$ cat config.mk
export PLATFORM = sky130hd
export DESIGN_NAME = serv_immdec_par_flat
export DESIGN_NICKNAME = d
export VERILOG_FILES = /design/src/rtl/serv_immdec_par_if.sv /design/src/rtl/serv_immdec_par.sv /design/src/flat_wrapper.sv
export SDC_FILE = /design/constraint.sdc
export NUM_CORES = 1
export LEC_CHECK = 0
export ABC_AREA = 1
export CAP_MARGIN = 20
export CORE_ASPECT_RATIO = 0.6
export CORE_UTILIZATION = 50
export DETAILED_ROUTE_END_ITERATION = 8
export PLACE_DENSITY = 0.75
export RECOVER_POWER = 25
export SYNTH_ARGS = -nofsm -noshare
export SYNTH_HDL_FRONTEND = slang
export SYNTH_SLANG_ARGS = --single-unit
$ cat constraint.sdc
create_clock -name i_clk -period 2.5 [get_ports i_clk]
set_input_delay 0.5 -clock i_clk [delete_from_list [all_inputs] [get_ports i_clk]]
set_output_delay 0.5 -clock i_clk [all_outputs]
set_load 0.02 [all_outputs]
$ cat src/rtl/serv_immdec_par_if.sv
// Instruction-capture and immediate-beat signals between the SERV fetch/control
// logic (master) and the bit-serial immediate decoder (slave).
interface serv_immdec_par_if #(
    parameter int W = 1
);
    logic          i_wb_en;
    logic [31:2]   i_wb_rdt;
    logic [2:0]    i_imm_type;
    logic          i_cnt_en;
    logic [W-1:0]  o_imm;
    logic          o_last;
    logic          o_busy;
    logic [4:0]    o_rf_rd_addr;
    logic [4:0]    o_rf_rs1_addr;
    logic [4:0]    o_rf_rs2_addr;

    modport master (
        output i_wb_en, i_wb_rdt, i_imm_type, i_cnt_en,
        input  o_imm, o_last, o_busy, o_rf_rd_addr, o_rf_rs1_addr, o_rf_rs2_addr
    );

    modport slave (
        input  i_wb_en, i_wb_rdt, i_imm_type, i_cnt_en,
        output o_imm, o_last, o_busy, o_rf_rd_addr, o_rf_rs1_addr, o_rf_rs2_addr
    );
endinterface

$ cat src/rtl/serv_immdec_par.sv
// Width-generic serial immediate decoder: captures an instruction, builds its
// 32-bit immediate and shifts it out W bits per enabled beat, LSB first.
module serv_immdec_par #(
    parameter int W = 1
) (
    input logic              i_clk,
    input logic              i_rst,
    serv_immdec_par_if.slave bus
);
    localparam int         N         = 32 / W;
    localparam logic [5:0] BeatCount = 6'(N);
    localparam logic [5:0] LastBeat  = 6'(N - 1);

    logic [31:2] rdt;
    logic [31:0] immAsm;
    logic        fillAsm;

    logic [31:0] shiftReg_q, shiftReg_d;
    logic        fill_q, fill_d;
    logic [5:0]  beat_q, beat_d;
    logic [4:0]  rdAddr_q, rdAddr_d;
    logic [4:0]  rs1Addr_q, rs1Addr_d;
    logic [4:0]  rs2Addr_q, rs2Addr_d;

    logic unusedOpcode;

    assign rdt          = bus.i_wb_rdt;
    assign unusedOpcode = ^rdt[6:2];

    // Immediate assembly; types 6/7 and CSR never sign-extend.
    always_comb begin
        immAsm  = '0;
        fillAsm = 1'b0;
        case (bus.i_imm_type)
            3'd0: begin
                immAsm  = {{20{rdt[31]}}, rdt[31:20]};
                fillAsm = rdt[31];
            end
            3'd1: begin
                immAsm  = {{20{rdt[31]}}, rdt[31:25], rdt[11:7]};
                fillAsm = rdt[31];
            end
            3'd2: begin
                immAsm  = {{19{rdt[31]}}, rdt[31], rdt[7], rdt[30:25], rdt[11:8], 1'b0};
                fillAsm = rdt[31];
            end
            3'd3: begin
                immAsm  = {rdt[31:12], 12'b0};
                fillAsm = rdt[31];
            end
            3'd4: begin
                immAsm  = {{11{rdt[31]}}, rdt[31], rdt[19:12], rdt[20], rdt[30:21], 1'b0};
                fillAsm = rdt[31];
            end
            3'd5: begin
                immAsm  = {27'b0, rdt[19:15]};
                fillAsm = 1'b0;
            end
            default: begin
                immAsm  = '0;
                fillAsm = 1'b0;
            end
        endcase
    end

    // A load always wins over a shift in the same cycle.
    always_comb begin
        shiftReg_d = shiftReg_q;
        fill_d     = fill_q;
        beat_d     = beat_q;
        rdAddr_d   = rdAddr_q;
        rs1Addr_d  = rs1Addr_q;
        rs2Addr_d  = rs2Addr_q;
        if (bus.i_wb_en) begin
            shiftReg_d = immAsm;
            fill_d     = fillAsm;
            beat_d     = 6'd0;
            rdAddr_d   = rdt[11:7];
            rs1Addr_d  = rdt[19:15];
            rs2Addr_d  = rdt[24:20];
        end else if (bus.i_cnt_en) begin
            shiftReg_d = {{W{fill_q}}, shiftReg_q[31:W]};
            beat_d     = (beat_q == BeatCount) ? beat_q : beat_q + 6'd1;
        end
    end

    always_ff @(posedge i_clk or posedge i_rst) begin
        if (i_rst) begin
            shiftReg_q <= '0;
            fill_q     <= 1'b0;
            beat_q     <= BeatCount;
            rdAddr_q   <= '0;
            rs1Addr_q  <= '0;
            rs2Addr_q  <= '0;
        end else begin
            shiftReg_q <= shiftReg_d;
            fill_q     <= fill_d;
            beat_q     <= beat_d;
            rdAddr_q   <= rdAddr_d;
            rs1Addr_q  <= rs1Addr_d;
            rs2Addr_q  <= rs2Addr_d;
        end
    end

    assign bus.o_imm         = shiftReg_q[W-1:0];
    assign bus.o_last        = (beat_q == LastBeat);
    assign bus.o_busy        = (beat_q < BeatCount);
    assign bus.o_rf_rd_addr  = rdAddr_q;
    assign bus.o_rf_rs1_addr = rs1Addr_q;
    assign bus.o_rf_rs2_addr = rs2Addr_q;
endmodule

$ cat src/flat_wrapper.sv
// flat-port wrapper written by rule: the top's interface ports become plain ports
module serv_immdec_par_flat 
#(
    parameter int W = 1
)
  (i_clk, i_rst, bus_i_wb_en, bus_i_wb_rdt, bus_i_imm_type, bus_i_cnt_en, bus_o_imm, bus_o_last, bus_o_busy, bus_o_rf_rd_addr, bus_o_rf_rs1_addr, bus_o_rf_rs2_addr);
  serv_immdec_par_if #(.W(W)) bus_i ();
  input logic i_clk;
  input logic i_rst;
  input wire logic [$bits(bus_i.i_wb_en)-1:0] bus_i_wb_en;
  input wire logic [$bits(bus_i.i_wb_rdt)-1:0] bus_i_wb_rdt;
  input wire logic [$bits(bus_i.i_imm_type)-1:0] bus_i_imm_type;
  input wire logic [$bits(bus_i.i_cnt_en)-1:0] bus_i_cnt_en;
  output wire logic [$bits(bus_i.o_imm)-1:0] bus_o_imm;
  output wire logic [$bits(bus_i.o_last)-1:0] bus_o_last;
  output wire logic [$bits(bus_i.o_busy)-1:0] bus_o_busy;
  output wire logic [$bits(bus_i.o_rf_rd_addr)-1:0] bus_o_rf_rd_addr;
  output wire logic [$bits(bus_i.o_rf_rs1_addr)-1:0] bus_o_rf_rs1_addr;
  output wire logic [$bits(bus_i.o_rf_rs2_addr)-1:0] bus_o_rf_rs2_addr;
  assign bus_i.i_wb_en = bus_i_wb_en;
  assign bus_i.i_wb_rdt = bus_i_wb_rdt;
  assign bus_i.i_imm_type = bus_i_imm_type;
  assign bus_i.i_cnt_en = bus_i_cnt_en;
  assign bus_o_imm = bus_i.o_imm;
  assign bus_o_last = bus_i.o_last;
  assign bus_o_busy = bus_i.o_busy;
  assign bus_o_rf_rd_addr = bus_i.o_rf_rd_addr;
  assign bus_o_rf_rs1_addr = bus_i.o_rf_rs1_addr;
  assign bus_o_rf_rs2_addr = bus_i.o_rf_rs2_addr;
  serv_immdec_par #(.W(W)) u_core (.i_clk(i_clk), .i_rst(i_rst), .bus(bus_i));
endmodule
---- After elaboration in Yosys (flattened, before gate mapping) ----
Index checks and enable logic that the tools add are counted.
operators by class
  reduce and logical (&&, ||, !) cells .... 4
  equal/unequal tests ..................... 8
  add/sub/neg operators ................... 1
  magnitude comparators ................... 1
  multiplexer cells ....................... 7
operator list
  kind                                                  number
  one-hot mux 32 bit (6 select lines)                   1
  2-to-1 mux 32 bit                                     2
  2-to-1 mux 6 bit                                      3
  adder 6 x 1 -> 6 bit (second input constant)          1
  equality test 3 x 2 -> 1 bit (second input constant)  2
  equality test 3 bit (second input constant)           2
  equality test 6 x 5 -> 1 bit (second input constant)  1
  equality test 6 bit (second input constant)           1
  less-than comparator 6 bit (second input constant)    1
  OR reduction 5 bit                                    1
  equality test 3 x 1 -> 1 bit (second input constant)  1
  logical NOT 3 bit                                     1
  inequality test 2 bit (second input constant)         1
  AND reduction 2 bit                                   1
  nonzero test 2 bit                                    1
  2-to-1 mux 1 bit                                      1
storage, ports and cells
  input port bits ......................... 37
  output and inout port bits .............. 18
  register bits ........................... 54
  word-level logic and storage cells ...... 27

---- Logic depth before layout (Yosys ltp) ----
Gate-level depths: netlist of the first run.
  depth after elaboration ................. 4
  depth in mapped cells ................... 11

---- Worst setup path after synthesis of the first run ----
OpenSTA, ideal clock, no wires.
  kind .................................... register -> output
  from .................................... reg u_core.beat_q[0]
  to ...................................... out bus_o_last
  arrival ................................. 1148 ps
  path buffers ............................ 0
  slack ................................... 852 ps
  cell stages (with the launch flop) ...... 4
  required time ........................... 2000 ps
  path through ............................ dfrtp_1 -> ha_1 -> nand2_1 -> nor3_1
between the ends
  cells in the longest elaborated chain, start to end .. 1
ends and longest elaborated chain
  what                          line                    text
  start, declared               serv_immdec_par.sv:20   logic [5:0] beat_q, beat_d;
  start signal, assigned        serv_immdec_par.sv:91   beat_q <= BeatCount;
  start signal, assigned        serv_immdec_par.sv:98   beat_q <= beat_d;
  equality test 6 x 5 -> 1 bit  serv_immdec_par.sv:106  assign bus.o_last = (beat_q == LastBeat);
  end, declared                 flat_wrapper.sv:15      output wire logic [$bits(bus_i.o_last)-1:0] bus_o_last;
No other way between the ends.

---- Worst setup path after layout of the first run ----
Ends and elaborated chain as after synthesis.

==> impl_metrics.tcl, run 1 <==
set metrics [dict create \
    yosys_warnings 0 \
    synth_top_cell_by_area "dfrtp_1" \
    fill_cells 521 \
    drt_wl_total_mm 7.05 \
    final-hold-violation-count 0 \
    final_common_cell "nand2_1" \
    ctsHoldBuffers 0 \
    slew_violations 0 \
    ys_seq_area_share_pct 45.8 \
    track_usage_pct 24.6 \
    worstPathRequired_ns 2.00 \
    syn2layout_area_growth_pct 22.1 \
    totalPowerFinal_mw 2.17 \
    maxUsedRoutingLayer "met4" \
    start_util_pct 52.5 \
    wl_met1_mm 3.61 \
    clock_path_buffers 2 \
    dpl_cell_area_um2 3470 \
    cts_resized 0 \
    gp_congestion 0.787 \
    fmax_mhz 499 \
    grt_pass1_wl_mm 11.5 \
    dieArea_um2 6220 \
    h-tree-depth 2 \
    r2r_start "u_core.beat_q[0]" \
    synth_seq_cells 54 \
    min_path_cells 2 \
    antenna_found_initial 0 \
    crit_end "bus_o_last" \
    setup_viol 0 \
    fin_area_um2 3600 \
    avgSynthCellArea_um2 7.09 \
    layout_common_cells "nand2_1, dfrtp_1, clkdlybuf4s50_1" \
    cp-start-kind "flip-flop" \
    insertion_delay_ns 0.32 \
    dieHeight_um 61.5 \
    cap_violations 0 \
    grt_pass1_vias 2403 \
    synth_edf_count 0 \
    netlist_instances 416 \
    port_buffers 49 \
    grt.overflow.total 0 \
    cts.sinks 54 \
    tightest_slew_ns 0.775 \
    crit_type "reg -> out" \
    cp_max_fo 5 \
    async_reset_ff_share_pct 100 \
    p_per_area_nw_per_um2 602 \
    fp-row-count 21 \
    synth.area.top_cells "dfrtp_1, nand2_1, nand4_1" \
    drt_pass1_iterations 5 \
    drtIter0Drc 158 \
    relSlewSlack_pct 48.3 \
    cts_buffers 5 \
    synthesis.area_um2 2950 \
    crit_path_end_kind "primary output" \
    dp_hpwl_mm 4.97 \
    n_antenna_cell 0 \
    clockRootBuffer "clkbuf_8" \
    ant_nets 0 \
    syn-num-nets 455 \
    synth_cell_type_count 28 \
    dr_wl_met3_um 352 \
    setup-tns-final_ns 0 \
    clk_pin_slew_ns 0.11 \
    p_leak_nw 1.91 \
    ir_worst_vdd_mv 0.306 \
    die-width_um 101 \
    synth_ff_type "dfrtp_1" \
    via_per_inst 5.04 \
    skew_ns 0.0128 \
    grt_start_max_net_pins 48 \
    cp-startpoint "u_core.beat_q[0]" \
    yosys.area.top_type_share_pct 45.0 \
    post-route-period-util_pct 80.2 \
    vias 2729 \
    drt-wirelength-per-cell_um 13.0 \
    min_period_ns 2.00 \
    boundaryPins 55 \
    r2r_setup_slack_ns 1.08 \
    rsz0062_at_grt "false" \
    dpl_worst_slack_ns 0.307 \
    met2_wirelength_mm 2.99 \
    layout.nets 499 \
    cts_tree "done" \
    ff2ff_path_depth 7 \
    fp.coreArea_um2 5620 \
    drive_gt1_share_pct 6.72 \
    outcome "finished clean" \
    arrival_ns 1.50 \
    drc 0 \
    setup_ws_ns 0.496 \
    hold_path_class "reg -> reg" \
    rr_endpoint "u_core.beat_q[0]" \
    cts_setup_buffers 0 \
]
-- metal layers --
metal / vias to the layer above / track usage [%]
li1: 1398 / -
met1: 1246 / 35.3
met2: 71 / 38.9
met3: 14 / 4.54
met4: 0 / 6.83
met5: - / 0
-- how the worst min path moves through the flow --
stage | from | end
after floorplan | u_core.shiftReg_q[13] | u_core.shiftReg_q[13]
after global placement | u_core.bus.o_rf_rs2_addr[4] | u_core.bus.o_rf_rs2_addr[4]
after detailed placement | u_core.bus.o_rf_rs2_addr[2] | u_core.bus.o_rf_rs2_addr[2]
after CTS | u_core.bus.o_rf_rs2_addr[2] | u_core.bus.o_rf_rs2_addr[2]
after global routing | u_core.bus.o_rf_rd_addr[4] | u_core.bus.o_rf_rd_addr[4]
final | u_core.bus.o_rf_rd_addr[2] | u_core.bus.o_rf_rd_addr[2]
-- flip-flops by register name, indices dropped and copies added, names as in the netlist --
signal and count:
u_core.shiftReg_q 32, u_core.beat_q 6, u_core.bus.o_rf_rd_addr 5, u_core.bus.o_rf_rs1_addr 5
u_core.bus.o_rf_rs2_addr 5, u_core.fill_q 1
-- cell families after synthesis --
| logic type | after synthesis | share of synthesized area [%] |
|---|---|---|
| DFF | 54 | 45.8 |
| and+or+nand+nor | 298 | 40.9 |
| adders and majority gates | 2 | 0.848 |
| buffers and inverters | 36 | 7.21 |
| AOI/OAI and AO/OA | 26 | 5.17 |
-- synth_stat cells (3+ instances only) --
library cell  instances
nand2_1             242
dfrtp_1              53
nand3_1              17
nor2_1               16
nand4_1              15
inv_1                12
o21ai_0               9
a31oi_1               7
clkbuf_1              7
buf_6                 5
a21oi_1               4
inv_2                 4
nand3_2               3
-- critical path, stage by stage (launching register included) --
cell            delay (ns)
dfrtp_1               0.44
ha_1                  0.23
nand2_1               0.09
nor3_1                0.17
dlymetal6s2s_1        0.25
-- cell type report --
| class | instances | area, µm² | area share (%) |
|---|---|---|---|
| clock buffer | 6 | 82.6 | 2.29 |
| inverter | 16 | 60.1 | 1.67 |
| timing repair buffer | 57 | 563 | 15.6 |
| sequential | 54 | 1350 | 37.5 |
| multi-input combinational | 326 | 1390 | 38.4 |
| tap | 80 | 100 | 2.78 |
| clock inverter | 2 | 60.1 | 1.67 |
-- power by group --
group | leakage (nW) | total, mW | switching [mW] | internal, mW
clock network | 0.0714 | 0.729 | 0.302 | 0.427
registers | 0.680 | 1.02 | 0.0534 | 0.965
logic | 1.16 | 0.421 | 0.246 | 0.175
total | 1.91 | 2.17 | 0.602 | 1.57
-- metrics by stage --
stage | utilization (%) | hold WS (ns) | cells
after global routing | 64.1 | 0.499 | 541
after floorplan | - | 0.444 | 416
after detailed placement | 61.8 | 0.458 | 533
after global placement | 61.8 | 0.454 | 533
after CTS | 64.3 | 0.482 | 541
final | 64.1 | 0.477 | 541
Power figures use the tool's default switching activity.
==> run 2: changes to the inputs <==
==> constraint.sdc (replaced) <==
create_clock -name i_clk -period 1.9 [get_ports i_clk]
set_input_delay 0.38 -clock i_clk [delete_from_list [all_inputs] [get_ports i_clk]]
set_output_delay 0.38 -clock i_clk [all_outputs]
set_load 0.02 [all_outputs]
==> run 2 against run 1 <==
  * Sequential cell count unchanged
  * Critical path depth unchanged
  * Total power up 25%
  * Final area rose by 1.6%
  * Clock skew shrank 0.0045 ns
  * Sequential power is 30% higher
  * Final cell count increased by 2.0%
  * Utilization rose by 1.0 points
  * Non-clock buffer count is 11 higher
  * Global-route usage down 1.5 points
  * Critical endpoint unchanged
==> impl_metrics.tcl, run 2 (synthesized netlist as in run 1, its figures left out) <==
set metrics [dict create \
    outcome "finished clean" \
    skew_ns 0.00831 \
    regMostFlops "u_core.shiftReg_q" \
    gp_congestion 0.822 \
    rsz0062_at_grt "false" \
    relSlewSlack_pct 63.9 \
    drc 0 \
    final_common_cell "nand2_1" \
    post-route-period-util_pct 91.0 \
    seqCellArea_um2 1350 \
    start_util_pct 52.5 \
    die-width_um 101 \
    ctsHoldBuffers 0 \
    layout.nets 510 \
    hold_path_class "reg -> reg" \
    fp.coreArea_um2 5620 \
    cts_tree "done" \
    grt_start_max_net_pins 37 \
    n_antenna_cell 0 \
    slew_violations 0 \
    seqPwrFrac_pct 49.4 \
    switching_share_pct 29.1 \
    cp-start-kind "flip-flop" \
    setup_viol 0 \
    p_leak_nw 1.94 \
    grt_pass1_wl_mm 10.9 \
    grt.overflow.total 0 \
    drt-wirelength-per-cell_um 12.6 \
    dieHeight_um 61.5 \
    ff2ff_path_depth 8 \
    multiInputGateArea_um2 1390 \
    clockRootBuffer "clkbuf_8" \
    hold_start "u_core.bus.o_rf_rs2_addr[3]" \
    drive_gt1_share_pct 9.11 \
    min_to "u_core.bus.o_rf_rs2_addr[3]" \
    cts_resized 1 \
    drt_pass1_iterations 5 \
    worstPathRequired_ns 1.52 \
    tightest_slew_ns 0.541 \
    drt_wl_total_mm 6.93 \
    setup-tns-final_ns 0 \
    totalPowerFinal_mw 2.70 \
    cp_slowest_cell "dfrtp_1" \
    ir_worst_vdd_mv 0.358 \
    pwr-share-comb_pct 21.4 \
    min_path_cells 2 \
    r2r_start "u_core.beat_q[0]" \
    p_per_area_nw_per_um2 738 \
    port_buffers 49 \
    fill_cells 523 \
    layout_common_cells "nand2_1, dfrtp_1, clkdlybuf4s50_1" \
    cts_buffers 5 \
    cp_max_fo 3 \
    largestRegisters "u_core.shiftReg_q (32), u_core.beat_q (6)" \
    path_cells "ha_1 -> nand2_1 -> nor3_1 -> clkbuf_2" \
    slowest_delay_ns 0.40 \
    whs_ns 0.482 \
    r2r_setup_slack_ns 0.40 \
    final-hold-violation-count 0 \
    dp_hpwl_mm 5.05 \
    power.share.clock_pct 29.2 \
    power.switching_uw 786 \
    grt_pass1_vias 2292 \
    via_per_inst 5.06 \
    cts.sinks 54 \
    cap_violations 0 \
    largest_reg_flops 32 \
    cts_setup_buffers 0 \
    boundaryPins 55 \
    clock_path_buffers 2 \
    drtIter0Drc 161 \
    antenna_found_initial 0 \
    insertion_delay_ns 0.31 \
    fp-row-count 21 \
    crit_type "reg -> out" \
    fmax_mhz 578 \
    ant_nets 0 \
    p_int_mw 1.92 \
    vias 2793 \
    h-tree-depth 2 \
    track_usage_pct 23.2 \
    crit_path_end_kind "primary output" \
    dieArea_um2 6220 \
    rr_endpoint "u_core.beat_q[1]" \
    min_period_ns 1.73 \
    clk_pin_slew_ns 0.11 \
    arrival_ns 1.35 \
    syn2layout_area_growth_pct 24.1 \
]
-- run 2: worst max-delay path by stage --
stage                                  from              endpoint  cells after the start
after floorplan                       i_rst      u_core.beat_q[0]                      1
after global placement    bus_i_imm_type[0]  u_core.shiftReg_q[1]                     11
after detailed placement        bus_i_wb_en      u_core.beat_q[1]                      7
after CTS                  u_core.beat_q[1]            bus_o_last                      4
after global routing       u_core.beat_q[1]            bus_o_last                      4
final                      u_core.beat_q[1]            bus_o_last                      4
-- run 2: critical path: cells and delay by family, from the launching register on --
kind,cells,cell delay (ns)
adder cells (fa/ha/maj),1,0.18
buffers and inverters,1,0.20
flip-flops,1,0.40
AND/OR/NAND/NOR,2,0.26
-- run 2: stage by stage --
step | setup WS [ns] | instances | cell area [µm²] | utilization, %
2_1_floorplan | 0.207 | 416 | 2950 | -
6_report | 0.171 | 552 | 3660 | 65.1
3_3_place_gp | 0.0573 | 544 | 3580 | 63.7
4_1_cts | 0.0268 | 552 | 3690 | 65.7
3_5_place_dp | 0.0231 | 544 | 3580 | 63.7
5_1_grt | 0.0890 | 552 | 3660 | 65.1
-- run 2: per-layer routing --
metal / global-route usage, % / routed length [µm]
met1: 35.4 / 3520
met2: 33.3 / 2960
met3: 4.31 / 401
met4: 6.63 / 57
met5: 0 / 0
-- run 2: area by class of cell --
cell class                 instances  area share, %
inverter                          16           1.64
timing repair buffer              68           17.8
clock buffer                       5           1.88
multi-input combinational        326           37.8
clock inverter                     3           1.20
tap                               80           2.73
sequential                        54           36.9
-- run 2: power by group through the flow --
stage	clock network [mW]	registers, mW	logic, mW
after floorplan	0	1.39	0.307
after global placement	0	1.35	0.576
after detailed placement	0	1.36	0.589
after CTS	0.799	1.33	0.591
after global routing	0.855	1.35	0.649
final	0.787	1.33	0.579
